### src/rtl/alu_pkg.sv
// alu_pkg: shared definitions for the sequential ALU datapath and its controller.
//   CW         width of the one-hot micro-operation word
//   C_*        bit index of each micro-operation inside that word
//   c_bit()    builds a word with a single micro-operation set
package alu_pkg;

    localparam int unsigned CW = 15;

    localparam int unsigned C_INIT_ADD = 0;   // A <= sext(X), Q/Q-1/CNT <= 0
    localparam int unsigned C_INIT_MUL = 1;   // A <= 0, Q <= X
    localparam int unsigned C_INIT_DIV = 2;   // A <= 0, Q <= X, div_mode set
    localparam int unsigned C_LOAD_M   = 3;   // M <= ext(Y)
    localparam int unsigned C_ADD      = 4;   // A <= A +/- M
    localparam int unsigned C_SUB      = 5;   // qualifier for C_ADD
    localparam int unsigned C_QBIT     = 6;   // Q[0] <= ~A[W]
    localparam int unsigned C_CNT      = 7;   // CNT++
    localparam int unsigned C_ASR      = 8;   // arithmetic shift right {A,Q,Q-1}
    localparam int unsigned C_SHL      = 9;   // logical shift left {A,Q}
    localparam int unsigned C_CNT2     = 10;  // CNT++ (mul loop)
    localparam int unsigned C_CORR     = 11;  // A <= A + M
    localparam int unsigned C_OUT_A    = 12;  // RESULT[hi] <= A[W-1:0]
    localparam int unsigned C_OUT_AQ   = 13;  // RESULT <= {A[W-1:0], Q}
    localparam int unsigned C_OUT_Q    = 14;  // RESULT[lo] <= Q

    function automatic logic [CW-1:0] c_bit(input int unsigned k);
        return CW'(1) << k;
    endfunction

endpackage

### src/rtl/addsub_w1.sv
// addsub_w1: combinational N-bit adder/subtractor, carry-out dropped.
//   a, b  operands
//   sub   1: s = a - b (a + ~b + 1), 0: s = a + b
//   s     result
module addsub_w1 #(
    parameter int unsigned N = 9
) (
    input  logic [N-1:0] a,
    input  logic [N-1:0] b,
    input  logic         sub,
    output logic [N-1:0] s
);

    logic [N-1:0] w_b;

    always_comb begin
        w_b = sub ? ~b : b;
        s   = a + w_b + {{(N-1){1'b0}}, sub};
    end

endmodule

### src/rtl/alu_datapath.sv
// alu_datapath: register/arithmetic datapath of the sequential ALU (add, sub,
// Booth multiply, shift/subtract divide). Executes every cycle whatever
// micro-operations are set in c; it has no sequencing of its own.
//   clk, rst         clock, asynchronous active-low reset
//   c                one-hot micro-operation word
//   inbus_x/inbus_y  operands, sampled only on init / load-M edges
//   q_0, q_min1      Q[0], Q[-1]     (Booth decision bits)
//   sign             A[WIDTH]
//   cnt7             CNT == WIDTH-1  (pre-increment loop terminator)
//   result           result register
module alu_datapath
    import alu_pkg::*;
#(
    parameter int unsigned WIDTH = 8
) (
    input  logic               clk,
    input  logic               rst,
    input  logic [CW-1:0]      c,
    input  logic [WIDTH-1:0]   inbus_x,
    input  logic [WIDTH-1:0]   inbus_y,
    output logic               q_0,
    output logic               q_min1,
    output logic               sign,
    output logic               cnt7,
    output logic [2*WIDTH-1:0] result
);

    localparam int unsigned CntW = (WIDTH > 1) ? $clog2(WIDTH) : 1;

    logic [WIDTH:0]     r_a;
    logic [WIDTH-1:0]   r_q;
    logic               r_qm1;
    logic [WIDTH:0]     r_m;
    logic [CntW-1:0]    r_cnt;
    logic [2*WIDTH-1:0] r_result;
    logic               r_div_mode;

    logic               w_init;
    logic               w_div_mode_next;
    logic               w_sub;
    logic [WIDTH:0]     w_sum;
    logic [WIDTH:0]     w_m_ext;
    logic [WIDTH-1:0]   w_q_next;
    logic [CntW-1:0]    w_cnt_inc;

    assign w_init = c[C_INIT_ADD] | c[C_INIT_MUL] | c[C_INIT_DIV];

    // M extension follows the init issued in the same cycle, if any.
    always_comb begin
        w_div_mode_next = r_div_mode;
        if (c[C_INIT_ADD] || c[C_INIT_MUL]) begin
            w_div_mode_next = 1'b0;
        end else if (c[C_INIT_DIV]) begin
            w_div_mode_next = 1'b1;
        end
        w_m_ext = w_div_mode_next ? {1'b0, inbus_y} : {inbus_y[WIDTH-1], inbus_y};
    end

    // Subtract only on the c4 path; the c11 correction always adds.
    assign w_sub = c[C_ADD] & c[C_SUB];

    addsub_w1 #(
        .N (WIDTH + 1)
    ) u_addsub (
        .a   (r_a),
        .b   (r_m),
        .sub (w_sub),
        .s   (w_sum)
    );

    always_comb begin
        w_q_next = r_q;
        if (c[C_INIT_ADD]) begin
            w_q_next = '0;
        end else if (c[C_INIT_MUL] || c[C_INIT_DIV]) begin
            w_q_next = inbus_x;
        end else if (c[C_ASR]) begin
            w_q_next = {r_a[0], r_q[WIDTH-1:1]};
        end else if (c[C_SHL]) begin
            w_q_next = {r_q[WIDTH-2:0], 1'b0};
        end
        // Quotient bit wins over a shift into Q[0].
        if (c[C_QBIT] && !w_init) begin
            w_q_next[0] = ~r_a[WIDTH];
        end
    end

    assign w_cnt_inc = (r_cnt == CntW'(WIDTH - 1)) ? '0 : r_cnt + CntW'(1);

    always_ff @(posedge clk or negedge rst) begin
        if (!rst) begin
            r_a        <= '0;
            r_q        <= '0;
            r_qm1      <= 1'b0;
            r_m        <= '0;
            r_cnt      <= '0;
            r_result   <= '0;
            r_div_mode <= 1'b0;
        end else begin
            if (c[C_INIT_ADD]) begin
                r_a <= {inbus_x[WIDTH-1], inbus_x};
            end else if (c[C_INIT_MUL] || c[C_INIT_DIV]) begin
                r_a <= '0;
            end else if (c[C_ADD] || c[C_CORR]) begin
                r_a <= w_sum;
            end else if (c[C_ASR]) begin
                r_a <= {r_a[WIDTH], r_a[WIDTH:1]};
            end else if (c[C_SHL]) begin
                r_a <= {r_a[WIDTH-1:0], r_q[WIDTH-1]};
            end

            r_q <= w_q_next;

            if (w_init) begin
                r_qm1 <= 1'b0;
            end else if (c[C_ASR]) begin
                r_qm1 <= r_q[0];
            end

            if (w_init) begin
                r_cnt <= '0;
            end else if (c[C_CNT] || c[C_CNT2]) begin
                r_cnt <= w_cnt_inc;
            end

            r_div_mode <= w_div_mode_next;

            if (c[C_LOAD_M]) begin
                r_m <= w_m_ext;
            end

            if (c[C_OUT_A] || c[C_OUT_AQ]) begin
                r_result[2*WIDTH-1:WIDTH] <= r_a[WIDTH-1:0];
            end
            if (c[C_OUT_AQ] || c[C_OUT_Q]) begin
                r_result[WIDTH-1:0] <= r_q;
            end
        end
    end

    // Status depends on registers only, never on c.
    assign q_0    = r_q[0];
    assign q_min1 = r_qm1;
    assign sign   = r_a[WIDTH];
    assign cnt7   = (r_cnt == CntW'(WIDTH - 1));
    assign result = r_result;

endmodule

### config.mk
export PLATFORM = sky130hd
export DESIGN_NAME = alu_datapath
export DESIGN_NICKNAME = d
export VERILOG_FILES = /design/src/rtl/alu_pkg.sv /design/src/rtl/addsub_w1.sv /design/src/rtl/alu_datapath.sv
export SDC_FILE = /design/constraint.sdc
export NUM_CORES = 1
export LEC_CHECK = 0
export BUFFER_PORTS_ARGS = -buffer_cell sky130_fd_sc_hd__buf_2
export CAP_MARGIN = 20
export CORE_MARGIN = 4
export CORE_UTILIZATION = 29
export CTS_CLUSTER_DIAMETER = 100
export CTS_CLUSTER_SIZE = 12
export DETAILED_ROUTE_END_ITERATION = 8
export SYNTH_ARGS = -nofsm -noshare
export SYNTH_HDL_FRONTEND = slang
export SYNTH_HIERARCHICAL = 1
export SYNTH_SLANG_ARGS = --single-unit
### constraint.sdc
create_clock -name clk -period 2.1 [get_ports clk]
set_clock_uncertainty 0.1 [all_clocks]
set_input_delay 0.42 -clock clk [delete_from_list [all_inputs] [get_ports clk]]
set_output_delay 0.42 -clock clk [all_outputs]
set_load 0.02 [all_outputs]
== After elaboration in Yosys (flattened, before gate mapping) ==
Cells that the tools add are included.
Storage, ports and cells
  output and inout bits: 20
  bits in registers: 47
  input bits: 33
  word-level logic and storage cells: 54
Operators by class
  equality and inequality tests: 2
  bitwise logic cells: 5
  muxes and demuxes: 19
  reduce and logical (&&, ||, !) cells: 15
  add/subtract/negate cells: 3
Operators with widths (number)
  $mux 9: 7
  $mux 8: 4
  $reduce_bool 5->1: 2
  $add 9x1->9: 1
  $add 9x9->9: 1
  $mux 3: 3
  $not 9->9: 1
  $reduce_bool 4->1: 2
  $logic_or 1x1->1: 6
  $mux 1: 5
  $ne 4x2->1 const B: 1
  $reduce_bool 2->1: 2
  $add 3x1->3 const B: 1
  $eq 3x3->1 const B: 1
  $or 1x1->1: 2
  $reduce_and 2->1: 1
  $and 1x1->1: 1
  $logic_and 1x1->1: 1
  $logic_not 1->1: 1
  $not 1->1: 1

== Logic depth before layout (Yosys ltp) ==
Gate-level depths: netlist (run 1).
  depth in word-level cells: 7
  depth in mapped cells: 12
  mapped depth without buffers: 11

== Cells and area by module ==
Netlist (run 1), hierarchy kept.
By module, submodules not included
  alu_datapath: times used 1, cells each 208, area each 2311.0 sq um, seq. area each 1176.1 sq um
  addsub_w1: times used 1, cells each 63, area each 489.2 sq um, seq. area each 0.0 sq um

== Worst setup path after synthesis (run 1) ==
OpenSTA, ideal clock, no wires.
  path kind: in2reg
  start point: input port c[4]
  end point: register r_a[6]
  required time: 1.874 ns
  arrival time: 2.250 ns
  library setup time: 0.126 ns
  path buffers: 1
  cell stages on the path: 12
  slack: -0.376 ns
  cells stage by stage: and2_1 buf_6 xor2_1 inv_1 fa_1 nor2b_4 o31a_1 nor2_1 xnor2_1 o21ba_2 a211oi_1 o32a_1
Between the ends
  longest elaborated chain between the ends: 7
  elaborated cells on any way between the ends: 9
  classes of those cells: add/sub: 2; mux: 4; bitwise: 1; reduce/logical: 2
Ends and longest elaborated chain
  from (decl): RTL line alu_datapath.sv:18  | input logic [CW-1:0] c,
  $and 1x1->1 *: RTL line alu_datapath.sv:60  | assign w_sub = c[C_ADD] & c[C_SUB];
  $mux 9: RTL line addsub_w1.sv:17  | w_b = sub ? ~b : b;
  $add 9x9->9: RTL line addsub_w1.sv:18  | s = a + w_b + {{(N-1){1'b0}}, sub};
  $add 9x1->9 *: RTL line addsub_w1.sv:18
  net w_sum[6]: RTL line alu_datapath.sv:41  | logic [WIDTH:0] w_sum;
  $mux 9 *: RTL line alu_datapath.sv:104  | end else if (c[C_ADD] || c[C_CORR]) begin
  $mux 9 *: RTL line alu_datapath.sv:102  | end else if (c[C_INIT_MUL] || c[C_INIT_DIV]) begin
  $mux 9 *: RTL line alu_datapath.sv:100  | if (c[C_INIT_ADD]) begin
  to (signal assigned): RTL line alu_datapath.sv:101  | r_a <= {inbus_x[WIDTH-1], inbus_x};
  to (signal assigned): RTL line alu_datapath.sv:105  | r_a <= w_sum;
  to (signal assigned): RTL line alu_datapath.sv:107  | r_a <= {r_a[WIDTH], r_a[WIDTH:1]};
  to (decl): RTL line alu_datapath.sv:30  | logic [WIDTH:0] r_a;
The timed path passes the listed nets; every way through them passes the cells marked *.
A chain may end at the register's enable or synchronous reset.

== Final worst setup path (run 1) ==
  start point: input port c[4]
  end point: register r_a[6]
Between the ends
  longest elaborated chain between the ends: 7
  elaborated cells on any way between the ends: 9
  classes of those cells: add/sub: 2; mux: 4; bitwise: 1; reduce/logical: 2
Ends and longest elaborated chain
  $and 1x1->1 *: RTL line alu_datapath.sv:60
  net w_sub: RTL line alu_datapath.sv:40  | logic w_sub;
  $mux 9: RTL line addsub_w1.sv:17
  $add 9x9->9: RTL line addsub_w1.sv:18
  $add 9x1->9 *: RTL line addsub_w1.sv:18
  net w_sum[6]: RTL line alu_datapath.sv:41
  $mux 9 *: RTL line alu_datapath.sv:104
  $mux 9 *: RTL line alu_datapath.sv:102
  $mux 9 *: RTL line alu_datapath.sv:100
Marked as above.

==> qor.yml, run 1 <==
critPathMaxFanout: 7
min_period_ns: 2.25
fillers: 937
placement.io_buffers: 52
ys_seq_area_frac: 0.420
ios: 53
leakagePower_nw: 1.65
ys.flop_type: "dfrtp_1"
wl_per_cell_um: 14.8
final_area_um2: 3530
clockRootBuffer: "clkbuf_8"
antenna_found_initial: 0
dr.pass1.iters: 4
arrival_ns: 2.40
drv_cap: 0
placed_area_um2: 3370
power-per-cell-area_nw_per_um2: 733
via_count: 2342
synth_xor_area_frac: 0.0469
grt_overflow: 0
setup_viol: 5
vdd_ir_drop_max_uv: 338
die_y_um: 106
finalPower_mw: 2.59
yosysTopAreaCell: "dfrtp_1"
synth_top_family_by_area: "compound AO/OA/AOI/OAI gates"
drc: 0
fp-row-count: 35
critPathRequiredTime_ns: 2.25
htreeDepth: 2
clkLatencyLatePin_ns: 0.31
vias_per_cell: 4.91
post-route-period-util: 1.07
synth_fp_nets: 314
dieArea_um2: 11300
layout-drive-gt1-share: 0.397
drt_iter0_drc: 169
hold_viol_final: 0
r2r_start: "r_m[1]"
hpwl_um: 5540
area_delta_synth_final_pct: 25.9
violations: "negative setup slack"
crit_path_end_kind: "flop"
grt_pass1_wl_um: 11500
grt_pass1_vias: 2373
relSlewSlack: 0.587
outcome: "finished, violations left"
gp_congestion: 0.863
startpoint: "c[4]"
diodes: 0
core_area_um2: 9330
yosys_warnings: 6
nets: 390
ant_nets: 0
synth_top_cell_area_share: 0.420
synth-edff-count: 0
start_util: 0.300
async_reset_ff_frac: 1.00
ys_ff_latch: 47
netlist-cell-type-count: 48
critPathLaunchType: "input pin"
clkTransAtPathRegs_ns: 0.10
cts_max_path_buffers: 2
yosys.area_share.simple: 0.132
fmax_mhz: 444
synthTopCellsByArea: "dfrtp_1 (42%), mux2_2 (12%), a21oi_1 (5.2%)"
fp.dieW_um: 106
synthMuxAreaShare: 0.133
cts_sinks: 47
worstMarginPinSlew_ns: 0.619
netlist_instances: 271
rsz0062_at_grt: "yes"
cts_buffers: 5
holdCritPathClass: "in2reg"
synthAdderAreaFrac: 0.0474
grtUsageTotal: 0.127
synth-compound-area-share: 0.181
grt_max_degree: 29
path_class: "in2reg"
totalWireLength_um: 7080
fin_ws_ns: -0.153
hold_path_startpoint: "inbus_y[1]"
cts_tree: "yes"
slew_violations: 0
synth.avg_cell_area_um2: 10.3
netlist_area_um2: 2800
-- routing by layer --
metal | track usage | up-vias | share of wire
li1 | - | 1142 | -
met1 | 0.171 | 1130 | 0.46
met2 | 0.204 | 63 | 0.47
met3 | 0.0334 | 7 | 0.060
met4 | 0.0333 | 0 | 0.0098
met5 | 0 | - | 0
-- Yosys cell counts, types with 9 or more instances --
| library cell | count |
|---|---|
| dfrtp_1 | 47 |
| mux2_2 | 30 |
| a21oi_1 | 29 |
| nand2_1 | 17 |
| nand2b_1 | 15 |
| nor2_1 | 12 |
| ha_1 | 9 |
| inv_1 | 9 |
| nor3_1 | 9 |
| o211ai_1 | 9 |
| xor2_1 | 9 |
-- critical path, cell delays in order --
cell,delay (ns)
buf_2,0.10
and2_4,0.19
xor2_2,0.19
inv_2,0.06
fa_2,0.39
nor2b_4,0.13
o31a_1,0.17
nor2_1,0.07
xnor2_1,0.16
o21ba_2,0.19
a211oi_2,0.15
o32a_1,0.18
-- power by group --
part / leakage, nW / switching, mW / internal (mW) / total [mW]
logic: 0.986 / 0.425 / 0.404 / 0.829
registers: 0.603 / 0.0624 / 0.990 / 1.05
clock network: 0.0587 / 0.343 / 0.361 / 0.704
-- what timing repair did --
item / 4_1_cts / 5_1_grt
gates resized for setup: 4 / 1
hold buffers: 1 / 0
endpoints found under the setup margin: 4 / 6
setup buffers: 0 / 1
endpoints found under the hold margin: 19 / 0
pin swaps: 8 / 4
-- area by class of cell --
cell class,count,area [um2],share of cell area
sequential,47,1180,0.334
clock buffer,5,68.8,0.0195
tap,129,161,0.0458
clock inverter,3,47.5,0.0135
timing repair buffer,83,495,0.141
inverter,9,33.8,0.00958
multi-input combinational,201,1540,0.438
-- path summary, 6_finish.rpt --
| check | end | slack, ns | depth (start not counted) |
|---|---|---|---|
| max in group asynchronous | r_m[5] | 1.06 | 3 |
| worst min-delay path | r_m[1] | 0.24 | 2 |
| worst max-delay path | r_a[6] | -0.15 | 12 |
| worst min register to register | result[0] | 0.41 | 1 |
| worst max register to register | r_a[6] | -0.14 | 10 |
| min in group asynchronous | result[3] | 0.51 | 3 |
-- placed cells by master (no fill, tap or decap), types with 2 or more instances in the layout --
| master | instances |
|---|---|
| mux2i_1 | 2 |
| a211oi_2 | 2 |
| buf_4 | 30 |
| a21oi_1 | 28 |
| or2_2 | 2 |
| xnor2_1 | 6 |
| o211ai_1 | 9 |
| mux2_2 | 30 |
| xor2_1 | 8 |
| nor3_1 | 9 |
| clkbuf_8 | 5 |
| ha_1 | 9 |
| inv_1 | 8 |
| a211oi_1 | 5 |
| buf_2 | 52 |
| dfrtp_1 | 47 |
| nand2b_1 | 15 |
| nor2_1 | 12 |
| or3_1 | 2 |
| nor2b_1 | 2 |
| o21ai_0 | 5 |
| o311ai_0 | 7 |
| nand2_1 | 17 |
| nand3_1 | 4 |
-- state kept, by name, summed over array words and instances (netlist names) --
name	flops
r_a	9
r_cnt	3
r_div_mode	1
r_m	9
result	16
q_min1	1
r_q	8
-- cell families (layout without fill, tap and decap cells) --
group,count (synthesis),count (layout)
AOI/OAI and AO/OA,73,73
and+or+nand+nor,70,70
DFF,47,47
muxes,33,33
buffers and inverters,23,100
xor gates and xnor gates,15,15
adders and majority gates,10,10
-- through the flow --
| step | setup TNS [ns] | worst slack [ns] | utilization | hold slack (ns) | std cells |
|---|---|---|---|---|---|
| final | -0.420 | -0.153 | 0.378 | 0.236 | 477 |
| after global routing | -1.20 | -0.325 | 0.378 | 0.233 | 477 |
| after CTS | -0.319 | -0.138 | 0.377 | 0.232 | 476 |
| after detailed placement | -2.34 | -0.499 | 0.361 | 0.317 | 467 |
| after global placement | -2.08 | -0.429 | 0.361 | 0.327 | 467 |
| after floorplan | -0.894 | -0.310 | - | 0.0244 | 271 |
Power figures use the tool's default switching activity.
==> run 2: changes to the inputs <==
--- a/config.mk
+++ b/config.mk
@@ -7,6 +7,7 @@
 export LEC_CHECK = 0
 export BUFFER_PORTS_ARGS = -buffer_cell sky130_fd_sc_hd__buf_2
 export CAP_MARGIN = 20
+export CORE_ASPECT_RATIO = 2
 export CORE_MARGIN = 4
 export CORE_UTILIZATION = 29
 export CTS_CLUSTER_DIAMETER = 100
==> run 2 against run 1 <==
  * The run still ends with negative setup slack left
  * Combinational power rose by 18%
  * Worst hold slack got worse by 0.12 ns
  * Setup slack got worse by 0.022 ns
  * Sequential cell count did not move
  * Final area rose by 5.0%
  * Routed wire length rose by 14%
  * Maximum frequency fell by 0.97%
  * Total power rose by 9.4%
  * Core utilization rose by 1.6 points
  * Die area rose by 0.84%
  * Critical endpoint is now r_a[7]
==> qor.yml, run 2 (same netlist as run 1, synthesis figures left out) <==
grt_pass1_wl_um: 12900
vdd_ir_drop_max_uv: 355
post-route-period-util: 1.08
htreeDepth: 2
final_util: 0.394
crit_slowest_cell: "ha_1"
gp_congestion: 0.850
cpPeakStageDelay_ns: 0.35
final_cell_mix: "buf_2 (51), dfrtp_1 (47), buf_4 (35)"
hold_viol_final: 0
outcome: "finished, violations left"
diodes: 0
path_depth: 12
grtUsageTotal: 0.146
fp.dieW_um: 77.5
leakagePower_nw: 1.73
clkTransAtPathRegs_ns: 0.07
antenna_found_initial: 0
numPlacedInstances: 444
grt_max_degree: 48
cts_max_path_buffers: 2
critical-path-top-delay-family: "compound AO/OA/AOI/OAI gates"
layout.cells.non_filler: 461
totalWireLength_um: 8040
final_common_cell: "buf_2"
dp_worst_setup_slack_ns: -0.495
cts_sinks: 47
power-per-cell-area_nw_per_um2: 764
worst-path-buf-inv: 3
critPathLaunchType: "input pin"
ios: 53
clkLatencyLatePin_ns: 0.29
r2r.worst_path.cells: 10
crit_path_end_kind: "flop"
largest_reg_flops: 16
layout-drive-gt1-share: 0.434
critPathMaxFanout: 7
arrival_ns: 2.34
rsz0062_at_grt: "yes"
start_util: 0.298
holdCritPathClass: "in2async"
ant_nets: 0
vias_per_cell: 5.24
final_area_um2: 3700
dieArea_um2: 11400
path_class: "in2reg"
fillers: 907
placement.io_buffers: 52
wl_per_cell_um: 17.4
fin_ws_ns: -0.175
cts_tree: "yes"
reg2reg_setup_slack_ns: -0.16
grt_overflow: 0
dr.pass1.iters: 6
hpwl_um: 6020
finalPower_mw: 2.83
placed_area_um2: 3350
drv_cap: 0
critPathRequiredTime_ns: 2.17
drc: 0
die_y_um: 147
fmax_mhz: 440
clockRootBuffer: "clkbuf_16"
violations: "negative setup slack"
drt_iter0_drc: 133
slew_violations: 0
cts_buffers: 5
via_count: 2414
nets: 399
core_area_um2: 9380
setup_viol: 4
area_delta_synth_final_pct: 32.2
worstMarginPinSlew_ns: 0.614
grt_pass1_vias: 2583
cp_cell_sequence: "buf_6 -> and2_4 -> xor2_1 -> ha_1 -> buf_6 -> nand2_4 -> o211ai_1 -> buf_4 -> a221oi_2 -> o211ai_1 -> a21boi_1 -> a221oi_2"
min_period_ns: 2.28
fp-row-count: 50
relSlewSlack: 0.591
-- run 2: cell count changes in the layout (fill, tap and decap cells not counted), sizes merged --
cell	before	now
dlygate4sd3	1	0
bufinv	1	0
clkbuf	5	7
buf	82	92
inv	10	9
-- run 2: cell type report --
cell class                 count  area, um2  share of cell area
multi-input combinational    201       1640               0.443
sequential                    47       1180               0.318
timing repair buffer          92        586               0.158
clock buffer                   7        133              0.0358
tap                          104        130              0.0352
inverter                       9       33.8             0.00913
clock inverter                 1       5.00             0.00135
-- run 2: repair_timing --
| item | in CTS | in global routing |
|---|---|---|
| resized for setup | 13 | 13 |
| setup endpoints to repair | 5 | 6 |
| setup buffers | 5 | 4 |
| hold buffers | 0 | 0 |
| pin swaps | 18 | 18 |
-- run 2: stage by stage --
stage,hold slack [ns],TNS (ns)
floorplan,0.0244,-0.894
global placement,0.381,-2.18
detailed placement,0.391,-2.51
CTS,0.151,-0.378
global route,0.191,-0.960
finish,0.116,-0.523
-- run 2: worst paths after layout --
| path | from | endpoint |
|---|---|---|
| max | c[4] | r_a[7] |
| min | rst | r_div_mode |
| max reg2reg | r_m[3] | r_a[7] |
| min reg2reg | result[7] | result[7] |
| max in group asynchronous | rst | result[15] |
| min in group clk | inbus_y[6] | r_m[6] |
-- run 2: metal layers --
layer,GRT usage,vias up,part of all wire
met5,0,-,0
met4,0.105,0,0.052
met3,0.0282,22,0.035
met2,0.277,58,0.58
met1,0.135,1173,0.33
li1,-,1161,-
-- run 2: power by group --
group | switching (mW) | total (mW) | leakage [nW] | internal, mW
registers | 0.0655 | 1.06 | 0.603 | 0.991
clock network | 0.349 | 0.790 | 0.0679 | 0.441
logic | 0.497 | 0.981 | 1.05 | 0.484
==> run 3: changes to the inputs <==
--- a/config.mk
+++ b/config.mk
@@ -13,6 +13,7 @@
 export CTS_CLUSTER_DIAMETER = 100
 export CTS_CLUSTER_SIZE = 12
 export DETAILED_ROUTE_END_ITERATION = 8
+export SKIP_LAST_GASP = 1
 export SYNTH_ARGS = -nofsm -noshare
 export SYNTH_HDL_FRONTEND = slang
 export SYNTH_HIERARCHICAL = 1
==> run 3 against run 2 <==
  * The run still ends with negative setup slack left
  * Final area down 1.1%
  * Via count down 0.46%
  * Critical path depth down 1
  * Worst hold slack about the same
  * Global-route usage down 0.17 points
  * Sequential share of layout area up 0.36 points
  * Register-to-register slack about the same
  * Clock power about the same
  * Critical path type unchanged
  * Critical endpoint unchanged
==> qor.yml, run 3 (same netlist as run 1, synthesis figures left out) <==
outcome: "finished, violations left"
violations: "negative setup slack"
ant_nets: 0
critPathRequiredTime_ns: 2.16
grt_pass1_wl_um: 12800
cts_tree: "yes"
p_sw_uw: 891
min_period_ns: 2.27
fp.dieW_um: 77.5
hpwl_um: 6020
drc: 0
crit_slowest_cell: "ha_1"
layout.cells.non_filler: 461
final_common_cell: "buf_2"
core_area_um2: 9380
fmax_mhz: 440
clkTransAtPathRegs_ns: 0.07
path_class: "in2reg"
drt_iter0_drc: 172
critPathMaxFanout: 7
relSlewSlack: 0.594
arrival_ns: 2.33
power-per-cell-area_nw_per_um2: 762
grtUsageTotal: 0.145
drv_cap: 0
ios: 53
hold_viol_final: 0
postCtsHoldBufs: 0
final_area_um2: 3660
crit_path_end_kind: "flop"
leakagePower_nw: 1.72
die_y_um: 147
startpoint: "c[5]"
layout-drive-gt1-share: 0.417
fin_hold_ws_ns: 0.116
sw_frac_of_total: 0.319
combPwrFrac: 0.339
finalPower_mw: 2.79
grt_max_degree: 48
final_cell_mix: "buf_2 (50), dfrtp_1 (47), buf_4 (37)"
slew_violations: 0
grt_overflow: 0
htreeDepth: 2
cpPeakStageDelay_ns: 0.36
critical-path-top-delay-family: "compound AO/OA/AOI/OAI gates"
critPathLaunchType: "input pin"
worstMarginPinSlew_ns: 0.609
start_util: 0.298
clockRootBuffer: "clkbuf_16"
antenna_found_initial: 0
fillers: 910
nets: 399
cts_buffers: 5
dieArea_um2: 11400
final_util: 0.390
worst-path-buf-inv: 2
r2r_start: "r_m[2]"
p_clk_frac: 0.283
gp_congestion: 0.850
vdd_ir_drop_max_uv: 354
grt_pass1_vias: 2576
rsz0062_at_grt: "yes"
largest_reg_flops: 16
via_count: 2403
diodes: 0
clkLatencyLatePin_ns: 0.29
post-route-period-util: 1.08
holdCritPathClass: "in2async"
cp_cell_sequence: "buf_6 -> and2_4 -> xor2_1 -> ha_1 -> buf_6 -> nand2_4 -> o211ai_1 -> a221oi_2 -> o211ai_1 -> a21boi_1 -> a221oi_2"
cts_sinks: 47
vias_per_cell: 5.21
power_report.internal_total_mw: 1.90
pwr-share-seq: 0.378
totalWireLength_um: 7910
fp-row-count: 50
setup_tns_ns: -0.464
dp_worst_setup_slack_ns: -0.495
wl_per_cell_um: 17.2
placed_area_um2: 3350
setup_viol: 4
placement.io_buffers: 52
fin_ws_ns: -0.171
area_delta_synth_final_pct: 30.7
dr.pass1.iters: 6
numPlacedInstances: 444
cts_max_path_buffers: 2
## run 3: cell type report
cell class                      instances  area [um2]  share of cell area
Clock buffer                            7         133              0.0362
Clock inverter                          1        5.00             0.00137
Inverter                                9        33.8             0.00923
Multi-Input combinational cell        201        1600               0.437
Sequential cell                        47        1180               0.321
Tap cell                              104         130              0.0356
Timing Repair Buffer                   92         584               0.160
## run 3: what timing repair did
action                     in CTS  in global routing
pin swaps                      17                 14
setup buffers                   5                  4
setup endpoints to repair       5                  6
resized for setup              11                  6
## run 3: final timing paths
path,slack [ns],to,depth (start not counted)
max,-0.17,r_a[7],11
min,0.12,r_div_mode,2
max reg2reg,-0.15,r_a[7],9
min reg2reg,0.40,result[7],1
max in group asynchronous,1.36,result[15],2
min in group clk,0.26,r_m[6],2
## run 3: routing by layer
metal / global-route usage / share of wire / wire (um) / up-vias
met5: 0 / 0 / 0 / -
met4: 0.0998 / 0.056 / 440 / 0
met3: 0.0276 / 0.031 / 243 / 23
met2: 0.276 / 0.57 / 4540 / 49
met1: 0.133 / 0.34 / 2690 / 1172
li1: - / - / - / 1159
## run 3: worst reg2reg max path, stage by stage (launching register included)
cell,delay [ns]
dfrtp_1,0.40
xor2_1,0.17
ha_1,0.32
buf_4,0.17
nand3_4,0.08
o211ai_1,0.18
a221oi_2,0.29
o211ai_1,0.13
a21boi_1,0.20
a221oi_2,0.07
## run 3: power groups by stage
stage                     logic, mW  registers, mW  clock network [mW]
after floorplan               0.464           1.11                   0
after global placement        0.809           1.07                   0
after detailed placement      0.824           1.07                   0
after CTS                     0.881           1.06               0.805
after global routing           1.03           1.07               0.842
final                         0.947           1.05               0.788
